==> config.mk <==
export PLATFORM = sky130hd
export DESIGN_NAME = hex_record_tx
export DESIGN_NICKNAME = d
export VERILOG_FILES = /design/src/rtl/hex_fmt_pkg.sv /design/src/rtl/hex_nibble_ascii.sv /design/src/rtl/hex_record_tx.sv
export SDC_FILE = /design/constraint.sdc
export NUM_CORES = 1
export LEC_CHECK = 0
export CAP_MARGIN = 40
export CORE_MARGIN = 5
export CORE_UTILIZATION = 44
export CTS_CLUSTER_DIAMETER = 120
export DETAILED_ROUTE_END_ITERATION = 12
export PLACE_DENSITY = 0.87
export SETUP_SLACK_MARGIN = 0.3
export SYNTH_ARGS = -nofsm -noshare
export SYNTH_HDL_FRONTEND = slang
export SYNTH_HIERARCHICAL = 1
export SYNTH_SLANG_ARGS = --single-unit
==> constraint.sdc <==
create_clock -name clk -period 2.3 [get_ports clk]
set_clock_uncertainty 0.2 [all_clocks]
set_input_delay 0.345 -clock clk [delete_from_list [all_inputs] [get_ports clk]]
set_output_delay 0.345 -clock clk [all_outputs]
set_load 0.01 [all_outputs]
==> src/rtl/hex_fmt_pkg.sv <==
// Shared constants and state encoding for the ASCII hex record transmitter.
package hex_fmt_pkg;

    localparam logic [7:0] ASCII_SP   = 8'h20;
    localparam logic [7:0] ASCII_LF   = 8'h0A;
    localparam logic [7:0] ASCII_ZERO = 8'h30;
    localparam logic [7:0] ASCII_A_LC = 8'h61;

    localparam int REC_LEN_LF    = 8;
    localparam int REC_LEN_NO_LF = 7;

    typedef enum logic {
        ST_IDLE = 1'b0,
        ST_SEND = 1'b1
    } tx_state_t;

    // Index of the final byte of a record; the LF slot is dropped when disabled.
    function automatic logic [2:0] last_idx(input bit with_lf);
        return with_lf ? 3'(REC_LEN_LF - 1) : 3'(REC_LEN_NO_LF - 1);
    endfunction

endpackage

==> src/rtl/hex_nibble_ascii.sv <==
// Combinational 4-bit to lower-case ASCII hex digit converter.
module hex_nibble_ascii
    import hex_fmt_pkg::*;
(
    input  logic [3:0] nibble,
    output logic [7:0] ascii
);

    always_comb begin
        if (nibble < 4'd10) begin
            ascii = ASCII_ZERO + {4'h0, nibble};
        end else begin
            ascii = ASCII_A_LC + {4'h0, nibble} - 8'd10;
        end
    end

endmodule

==> src/rtl/hex_record_tx.sv <==
// Serialises a (value, square) record as ASCII hex text: "vv sss \n".
// state | meaning
// IDLE  | waiting for a record, in_ready high
// SEND  | emitting record bytes, one per out_ready handshake
module hex_record_tx
    import hex_fmt_pkg::*;
#(
    parameter logic [7:0] SEP_CHAR = 8'h20,
    parameter bit         WITH_LF  = 1'b1
) (
    input  logic        clk,
    input  logic        reset,
    input  logic        in_valid,
    input  logic [5:0]  in_value,
    input  logic [11:0] in_square,
    output logic        in_ready,
    output logic [7:0]  out_byte,
    output logic        out_valid,
    input  logic        out_ready,
    output logic        busy,
    output logic [15:0] record_count
);

    localparam logic [2:0] LAST_IDX = last_idx(WITH_LF);

    tx_state_t   state, state_n;
    logic [2:0]  idx, idx_n;
    logic [5:0]  value_q, value_n;
    logic [11:0] square_q, square_n;
    logic [15:0] count_q, count_n;

    logic [3:0]  nibble;
    logic [7:0]  nibble_ascii;
    logic [7:0]  byte_sel;

    always_ff @(posedge clk or negedge reset) begin
        if (!reset) begin
            state    <= ST_IDLE;
            idx      <= 3'd0;
            value_q  <= 6'd0;
            square_q <= 12'd0;
            count_q  <= 16'd0;
        end else begin
            state    <= state_n;
            idx      <= idx_n;
            value_q  <= value_n;
            square_q <= square_n;
            count_q  <= count_n;
        end
    end

    always_comb begin
        state_n  = state;
        idx_n    = idx;
        value_n  = value_q;
        square_n = square_q;
        count_n  = count_q;
        case (state)
            ST_IDLE: begin
                if (in_valid) begin
                    state_n  = ST_SEND;
                    idx_n    = 3'd0;
                    value_n  = in_value;
                    square_n = in_square;
                end
            end
            ST_SEND: begin
                if (out_ready) begin
                    if (idx == LAST_IDX) begin
                        state_n = ST_IDLE;
                        idx_n   = 3'd0;
                        count_n = count_q + 16'd1;
                    end else begin
                        idx_n = idx + 3'd1;
                    end
                end
            end
            default: state_n = ST_IDLE;
        endcase
    end

    // Single converter shared by all digit positions through the index mux.
    always_comb begin
        case (idx)
            3'd0:    nibble = {2'b00, value_q[5:4]};
            3'd1:    nibble = value_q[3:0];
            3'd3:    nibble = square_q[11:8];
            3'd4:    nibble = square_q[7:4];
            3'd5:    nibble = square_q[3:0];
            default: nibble = 4'h0;
        endcase
    end

    hex_nibble_ascii u_nibble (
        .nibble (nibble),
        .ascii  (nibble_ascii)
    );

    always_comb begin
        case (idx)
            3'd2, 3'd6: byte_sel = SEP_CHAR;
            3'd7:       byte_sel = ASCII_LF;
            default:    byte_sel = nibble_ascii;
        endcase
    end

    assign in_ready     = (state == ST_IDLE);
    assign out_valid    = (state == ST_SEND);
    assign busy         = (state == ST_SEND);
    assign out_byte     = out_valid ? byte_sel : 8'h00;
    assign record_count = count_q;

endmodule

# Yosys cells after proc, flatten, opt, wreduce, memory -nomap -nowiden
# Cells that the tools add are included.
# classes
add_sub_neg	5
n_lt_le_gt_ge	1
eq_ne	9
n_mux	12
bitwise_logic	1
reduce_logical	5
# op_table
operator	n
$pmux 4 s5	1
$add 16x1->16 const B	1
$mux 8	2
$pmux 8 s2	1
$eq 3x3->1 const B	4
$mux 3	3
$add 7x4->8 const A	1
$sub 8x4->8 const B	1
$add 6x4->7 const A	1
$eq 3x2->1 const B	2
$pmux 3 s2	1
$lt 4x4->1 const B	1
$ne 2x2->1 const B	2
$reduce_and 2->1	2
$add 3x1->3 const B	1
$eq 3x1->1 const B	1
$logic_not 3->1	1
$mux 1	3
$reduce_and 3->1	1
$pmux 1 s2	1
$reduce_or 2->1	1
$not 1->1	1
# totals
reg_bits	38
output_inout_bits	27
elab_cells	38

# Longest topological paths before layout
# depth
ltp_word	7
mapped_depth	11
mapped_depth_nobuf	11

# By module
# Netlist, hierarchy kept.
# modules_own_cells
mod	instances	cells_each	area_each_um2	seq_area_each_um2
hex_record_tx	1	155	1834.3	950.9
hex_nibble_ascii	1	17	122.6	0.0

# Worst setup path before layout
# OpenSTA, ideal clock, no wires.
# synth_path
kind	flip-flop to output port
start	register idx[2]
end	output out_byte[1]
arrival_time_ps	2048
t_required_ps	1755
setup_slack_ps	-293
stages_incl_launch_ff	11
path_cell_list	dfrtp_1 > clkbuf_1 > inv_1 > ha_1 > a222oi_1 > nor2_1 > inv_1 > ha_1 > a21oi_1 > a21oi_1 > nor2_1
# synth_between
elab_chain_cells	7
# synth_lines
element	line_no	text
from (decl)	hex_record_tx.sv:27	logic [2:0] idx, idx_n;
from (signal assigned)	hex_record_tx.sv:45	idx <= idx_n;
$eq 3x3->1, or another cell as far along	hex_record_tx.sv:84	case (idx)
$pmux 4 s5 *	hex_record_tx.sv:84	
via nibble[0]	hex_record_tx.sv:32	logic [3:0] nibble;
$add 7x4->8	hex_nibble_ascii.sv:13	ascii = ASCII_A_LC + {4'h0, nibble} - 8'd10;
$sub 8x4->8	hex_nibble_ascii.sv:13	
$mux 8 *	hex_nibble_ascii.sv:10	if (nibble < 4'd10) begin
via nibble_ascii[1]	hex_record_tx.sv:33	logic [7:0] nibble_ascii;
$pmux 8 s2 *	hex_record_tx.sv:100	case (idx)
$mux 8 *	hex_record_tx.sv:110	assign out_byte = out_valid ? byte_sel : 8'h00;
to (decl)	hex_record_tx.sv:17	output logic [7:0] out_byte,
# Mark *: on every way through the listed nets, which the timed path passes. The rest lies on a longest branch.

# Final worst setup path
# layout_path
start	register idx[1]
end	output out_byte[0]
# layout_rtl
element	line_no
$eq 3x3->1, or another cell as far along	hex_record_tx.sv:84
$pmux 4 s5 *	hex_record_tx.sv:84
via nibble[1]	hex_record_tx.sv:32
$lt 4x4->1 *	hex_nibble_ascii.sv:10
$mux 8 *	hex_nibble_ascii.sv:10
via nibble_ascii[0]	hex_record_tx.sv:33
$pmux 8 s2 *	hex_record_tx.sv:100
$mux 8 *	hex_record_tx.sv:110
# Marked as above.

==> PnR_summary.wiki <==
{| class="wikitable"
! Metric !! Value
|-
| Detailed-route wire length per cell || 16.58 µm
|-
| Combined area of all synthesized cells || 1957 µm²
|-
| Most frequently used cell type in the post-synthesis netlist || sky130_fd_sc_hd__dfrtp_1
|-
| Final Hold Viols || 0
|-
| Number of enable flip-flop cells after synthesis || 0
|-
| Clock input transition at the sequential cells of the worst setup and hold paths || 0.08 ns
|-
| Startpoint of the worst hold path || record_count[15]$_DFFE_PN0P_
|-
| Min-Delay Path Class || reg -> reg
|-
| Fraction of synthesized cell area taken by the top area cell type || 0.4859
|-
| CP startpoint kind || flip-flop
|-
| CTS Sinks || 38
|-
| Count of nets after finishing || 275
|-
| Syn-to-layout area delta || 54.09%
|-
| Wire length of the first global-routing pass || around 8.1 mm
|-
| Shortest period the worst path allows || around 2.8 ns
|-
| Dominant cells by area after synthesis || sky130_fd_sc_hd__dfrtp_1 (49%), sky130_fd_sc_hd__mux2_2 (13%), sky130_fd_sc_hd__xnor2_1 (5.8%)
|-
| Static Leak || 0.001339 µW
|-
| DRC violation total after the first TritonRoute iteration || between 90 and 100
|-
| Post-synthesis cell type with the largest combined area || sky130_fd_sc_hd__dfrtp_1
|-
| Largest stage delay, worst path || about 0.42 ns
|-
| Flip-flop and latch count after synthesis || 38
|-
| Setup slack on the worst flop-to-flop path || around 0.030 ns
|-
| Worst Setup SP || idx[1]$_DFFE_PN0P_
|-
| Crit. End Element || output port
|-
| GRT Overall Usage || 0.1660
|-
| WL final || 4.941 mm
|-
| Critical register-to-register path startpoint || idx[0]$_DFFE_PN0P_
|-
| Hold path depth || 1
|-
| Remaining global-route overflow || 0
|-
| VDD IR max || about 0.51 mV
|-
| Power density over the cells || ~1200 nW/µm²
|-
| Cell family contributing the most delay on the critical path || compound AO/OA/AOI/OAI gates
|-
| DIE AREA || 5881 µm²
|-
| Number of max-slew violations in the final report || 0
|-
| Count of input and output buffers || 47
|-
| Crit-path cells || inv_2 > ha_4 > a221oi_4 > a21oi_2 > a21oi_2 > nor2_2 > buf_6 > o21a_4 > xnor2_2 > and2_1 > buf_2
|-
| Vias in the first global route || 1664
|-
| Crit path buf inv count || 3
|-
| Antenna fix cells || 0
|-
| Met3 usage || 0.04098
|-
| Initial core utilization || 0.4525
|-
| Remaining number of nets flagged by the antenna check after routing || 0
|-
| Count of mapped cells out of synthesis || ~170
|-
| Layer with the highest usage || met2
|-
| Worst path setup slack after routing || -0.5360 ns
|-
| Fraction of synthesis flops using an asynchronous set or reset pin || 1.000
|-
| H-tree level count || 2
|-
| Maximum clock insertion buffer count || 2
|-
| Final weighted congestion of routability-driven global placement || slightly below 0.8
|-
| Violations in the final reports || negative setup slack
|-
| Setup repair after global routing missed its margin || yes
|-
| Required time worst endpoint || approximately 1.8 ns
|-
| Maximum number of pins on one net before global-route repair || 39
|-
| Final setup violation count || 7
|-
| Total vias in the final route || 1560
|-
| Worst skew pair latency || between 0.2 and 0.3 ns
|-
| Arrival time of the worst setup path || between 2 and 2.5 ns
|-
| Layout filler cell count || ~330
|-
| Most common library cells after synthesis || sky130_fd_sc_hd__dfrtp_1 (38), sky130_fd_sc_hd__mux2_2 (23), sky130_fd_sc_hd__xnor2_1 (13)
|-
| TritonCTS clock tree || yes
|-
| Worst setup path category || reg -> out
|-
| Number of placement rows || 24
|-
| Number of remaining DRC errors || 0
|-
| Number of cells traversed by the worst register-to-register path || 10
|-
| Status || finished, violations left
|-
| Endpoint of the worst-slack reg-to-reg timing path || record_count[15]$_DFFE_PN0P_
|-
| Largest fanout of any net on the critical path || 5
|-
| Number of nets produced by synthesis || roughly 200
|-
| Most frequent cell on the critical path || sky130_fd_sc_hd__a21oi_2
|-
| Die height || 76.69 µm
|-
| Die width || approximately 77 µm
|-
| Count of pins on the block boundary || 49
|-
| Power after layout || about 3500 µW
|-
| CTS root buffer || sky130_fd_sc_hd__clkbuf_8
|-
| Transition at the pin with the smallest max-transition slack || roughly 0.85 ns
|-
| Post-route fraction of the period consumed by the critical path || 1.233
|-
| Final core utilization || 0.6973
|-
| Antenna violations before repair || 0
|-
| Worst rel slew slack || 0.4362
|-
| Vias per cell || about 5.2
|-
| Number of buffers added by the clock tree synthesis step || 5
|-
| Max-Cap Viols || 0
|-
| Distinct cells, synth || 35
|-
| Met2 Use GR || 0.2784
|-
| Worst-path cell with the longest stage delay || sky130_fd_sc_hd__dfrtp_1
|-
| Mean post-synth cell area || roughly 11 µm²
|-
| Fmax achieved || roughly 350 MHz
|-
| First drt pass iteration count || 4
|-
| Ys flop type || sky130_fd_sc_hd__dfrtp_1
|-
| Capture endpoint of the worst hold path || record_count[15]$_DFFE_PN0P_
|-
| Proportion of layout cells with a drive suffix above 1 || 0.4675
|-
| Core ar. || 4324 µm²
|-
| Yosys warning count || 6
|-
| HPWL Detailed || around 3.0 mm
|-
| Fraction of met1 tracks used by global routing || 0.2069
|-
| Proportion of synthesized chip area in sequential cells || 0.4859
|}
==> state kept, by name (all words and copies together), names as in the netlist <==
name and flops:
busy 1, idx 3, record_count 16, square_q 12, value_q 6
==> metrics by stage <==
step	setup WS [ns]	hold WS (ns)	instances	area, µm²	setup TNS [ns]
6_report	-0.5360	0.2699	298	3015	-3.096
5_1_grt	-0.6524	0.3129	298	3015	-3.861
4_1_cts	-0.4960	0.2733	295	2825	-2.598
3_5_place_dp	-0.6065	0.2595	280	2623	-3.398
3_3_place_gp	-0.5672	0.2563	280	2623	-3.148
2_1_floorplan	-0.1011	-0.1506	172	2021	-0.2132
==> layout make-up <==
type	instances	area (µm²)	share of cell area
timing repair buffer	76	671.9	0.2228
clock buffer	6	82.58	0.02739
sequential	38	953.4	0.3162
tap	52	65.06	0.02158
inverter	7	26.28	0.008714
multi-input combinational	117	1204	0.3992
clock inverter	2	12.51	0.004149
==> logic make-up (layout without fill, tap and decap cells) <==
kind of cell	after synthesis	after routing	synth area share
simple gates	45	45	0.1253
flops	38	38	0.4859
compound gates	23	23	0.08121
mux	23	23	0.1324
buf+inv	17	91	0.04476
xor+xnor	16	16	0.07545
fa+ha+maj	8	8	0.05115
other cells	2	2	0.003838
==> routing by layer <==
layer	vias to the layer above	wire length (µm)
met3	11	217
li1	738	-
met2	41	2487
met5	-	0
met4	0	115
met1	770	2121
==> worst max path at each step <==
| stage | to | slack, ns | cells after the start |
|---|---|---|---|
| finish | out_byte[0] | -0.54 | 11 |
| detailed placement | out_byte[1] | -0.61 | 12 |
| global route | out_byte[0] | -0.65 | 11 |
| global placement | out_byte[1] | -0.57 | 12 |
| floorplan | out_byte[1] | -0.10 | 9 |
| CTS | out_byte[1] | -0.50 | 11 |
==> timing repair <==
item / 4_1_cts / 5_1_grt
endpoints found under the hold margin: 38 / 0
pin swaps: 10 / 18
hold buffers: 1 / 0
setup buffers: 6 / 3
endpoints found under the setup margin: 19 / 22
gates resized for setup: 49 / 34
==> power breakdown <==
part           switching [µW]  leakage [µW]  internal [µW]
clock network             248     0.0000472            241
registers                 181      0.000484            872
logic                     868      0.000808           1070
==> placed cells by master, fill, tap and decap left out, types with 2 or more instances in the layout <==
cell / synthesis / routed
sky130_fd_sc_hd__nand3_2: 0 / 5
sky130_fd_sc_hd__buf_6: 0 / 5
sky130_fd_sc_hd__and3_4: 0 / 3
sky130_fd_sc_hd__nor2_1: 6 / 5
sky130_fd_sc_hd__clkdlybuf4s50_1: 0 / 38
sky130_fd_sc_hd__nand2_1: 9 / 5
sky130_fd_sc_hd__nand2_2: 0 / 3
sky130_fd_sc_hd__a21oi_4: 0 / 2
sky130_fd_sc_hd__a21oi_1: 9 / 3
sky130_fd_sc_hd__mux2_4: 0 / 2
sky130_fd_sc_hd__clkbuf_8: 0 / 6
sky130_fd_sc_hd__xor2_1: 2 / 2
sky130_fd_sc_hd__ha_4: 0 / 6
sky130_fd_sc_hd__inv_2: 0 / 4
sky130_fd_sc_hd__xnor2_2: 1 / 5
sky130_fd_sc_hd__inv_1: 7 / 3
sky130_fd_sc_hd__buf_4: 5 / 23
sky130_fd_sc_hd__and2_1: 5 / 5
sky130_fd_sc_hd__and4_1: 3 / 2
sky130_fd_sc_hd__a21oi_2: 0 / 4
sky130_fd_sc_hd__xnor2_1: 13 / 9
sky130_fd_sc_hd__dfrtp_2: 0 / 2
sky130_fd_sc_hd__dfrtp_1: 38 / 36
sky130_fd_sc_hd__mux2_2: 23 / 21
sky130_fd_sc_hd__nand4_1: 4 / 4
sky130_fd_sc_hd__ha_1: 8 / 2
sky130_fd_sc_hd__and3_1: 6 / 3
sky130_fd_sc_hd__conb_1: 2 / 2
sky130_fd_sc_hd__buf_2: 4 / 8
No activity file was read; power rests on OpenSTA's default activity.
==> variant, RTL diff (same settings) <==
Reset style: synchronous (`reset`), changed in one clocked block.
--- a/src/rtl/hex_record_tx.sv
+++ b/src/rtl/hex_record_tx.sv
@@ -33,7 +33,7 @@
     logic [7:0]  nibble_ascii;
     logic [7:0]  byte_sel;
 
-    always_ff @(posedge clk or negedge reset) begin
+    always_ff @(posedge clk) begin
         if (!reset) begin
             state    <= ST_IDLE;
             idx      <= 3'd0;
Check against the original RTL: differs if reset is asserted again (counterexample within 4 cycles, from zero or initial values and one cycle with reset low); with reset held inactive, the same outputs for 10 cycles.
==> variant against the original RTL <==
Count of clock-buffer cells in the layout grew 1. Sequential cell count stayed put. Worst setup slack better by 0.11 ns. Wire length shrank 1.5%. Maximum frequency grew 4.0%. Synthesized area shrank 0.96%. The run still ends with setup timing left. Final area decreased by 5.9%.
Power is not compared: it rests on default switching activity, and its combinational part moved more than twofold at a synthesized area within 25%.
==> variant: results (changes against the original RTL) <==
Status = finished with violations
First-pass GRT wire length = 8.11 mm (about the same)
Largest register FFs = 16 (unchanged)
Slew @ Worst Pin = 0.578 ns (-0.268 ns)
DRT iter0 DRCs = 81 (-11%)
Post-synth top cells = nand2_1 (46), a21oi_1 (38), dfxtp_1 (38)
Critical Path AT = 2.18 ns (-0.11 ns)
Post-synthesis sequential area ratio = 39.3% (-9.3 points)
Total Wirelength = 4.87 mm (-1.5%)
Endpoints failing setup = 7 (unchanged)
Syn avg cell area = 7.88 sq um (-31%)
Yosys cell types = 37 (+5.7%)
Final Non-Filler Cells = 366 (+23%)
Top post-synthesis cells by area = dfxtp_1 (39%), a21oi_1 (9.8%), nand2_1 (8.9%), ha_1 (5.2%), nor2_1 (3.5%)
CP Max Fanout = 7 (+2)
Final worst setup slack = -0.426 ns (+0.110 ns)
RD Place Congestion = 0.762 (-2.7%)
Vias = 1903 (+22%)
Layout cell share with drive strength beyond 1 = 23.9% (-23 points)
Placed inst area = 0.00259 sq mm (-1.1%)
Top_reg_cell synth = dfxtp_1
Async S/R FF share, synth = 0% (-100 points)
Largest net degree at the start of global routing = 34 (-13%)
Syn_nets = 276 (+37%)
HPWL Detailed = 3.45 mm (+16%)
Failing checks = setup timing
Nets@finish = 343 (+25%)
## variant: cell count changes after synthesis, sizes merged, moves of 12 or more
cell | before | now
a21oi | 9 | 38
dfrtp | 38 | 0
dfxtp | 0 | 38
mux2 | 23 | 1
nand2 | 9 | 46
nor2 | 6 | 18
## variant: final cells by class
class                      count  area, sq um
timing repair buffer          73          649
fill                         376         1490
multi-input combinational    185         1220
sequential                    38          766
clock buffer                   7         86.3
clock inverter                 1         5.00
tap                           52         65.1
inverter                      10         42.5
## variant: worst paths after layout
path                                         startpoint                           end  slack [ns]  cells past startpoint
worst min-delay path            value_q[2]$_SDFFE_PN0P_       value_q[2]$_SDFFE_PN0P_        0.26                      2
worst max register to register      idx[1]$_SDFFE_PN0P_  record_count[9]$_SDFFE_PN0P_        0.16                      9
worst min register to register  value_q[2]$_SDFFE_PN0P_       value_q[2]$_SDFFE_PN0P_        0.26                      2
worst max-delay path                idx[0]$_SDFFE_PN0P_                   out_byte[0]       -0.43                     10
## variant: cells by family (layout without fill, tap and decap cells)
family	Yosys count	after routing	share of synthesized area (%)
buffers and inverters	23	91	5.81
AND/OR/NAND/NOR	106	106	26.3
other	2	2	0.387
multiplexers	4	4	2.13
flip-flops	38	38	39.3
XOR/XNOR	9	9	4.45
AO/OA/AOI/OAI	56	56	16.5
adder cells (fa/ha/maj)	8	8	5.16
## variant: per-stage QoR
stage          total power, uW  setup TNS (ns)  worst slack (ns)  hold slack (ns)
2_1_floorplan              793         -0.0246           -0.0246            0.233
6_report                  1360           -2.23            -0.426            0.259
3_5_place_dp               874           -2.90            -0.506            0.251
5_1_grt                   1420           -3.01            -0.522            0.287
4_1_cts                   1360           -2.45            -0.459            0.262
3_3_place_gp               869           -2.63            -0.475            0.243
## variant: critical path, cell delays in order, from the launching register on
cell     delay, ns
dfxtp_4       0.40
inv_4         0.05
ha_4          0.18
or3_4         0.38
o21ai_4       0.11
nor2_4        0.07
buf_6         0.13
o21a_4        0.20
xnor2_2       0.12
and2_1        0.13
buf_2         0.13
## variant: timing repair
item	CTS	global route
pin swaps	10	11
endpoints found under the setup margin	19	19
hold endpoints to repair	0	0
buffers inserted	4	1
resized for setup	48	16
hold buffers	0	0
## variant: routing by layer
| metal | track usage, % | part of all wire [%] | vias up |
|---|---|---|---|
| met3 | 4.73 | 4.8 | 7 |
| met4 | 7.34 | 1.3 | 0 |
| met1 | 18.2 | 42 | 883 |
| met2 | 29.8 | 52 | 41 |
| met5 | 0 | 0 | - |
| li1 | - | - | 972 |
## variant: power breakdown
part | leakage, uW | internal (uW) | switching, uW
registers | 0.000310 | 677 | 15.0
logic | 0.000723 | 103 | 90.4
clock network | 0.0000482 | 242 | 238
total | 0.00108 | 1020 | 343
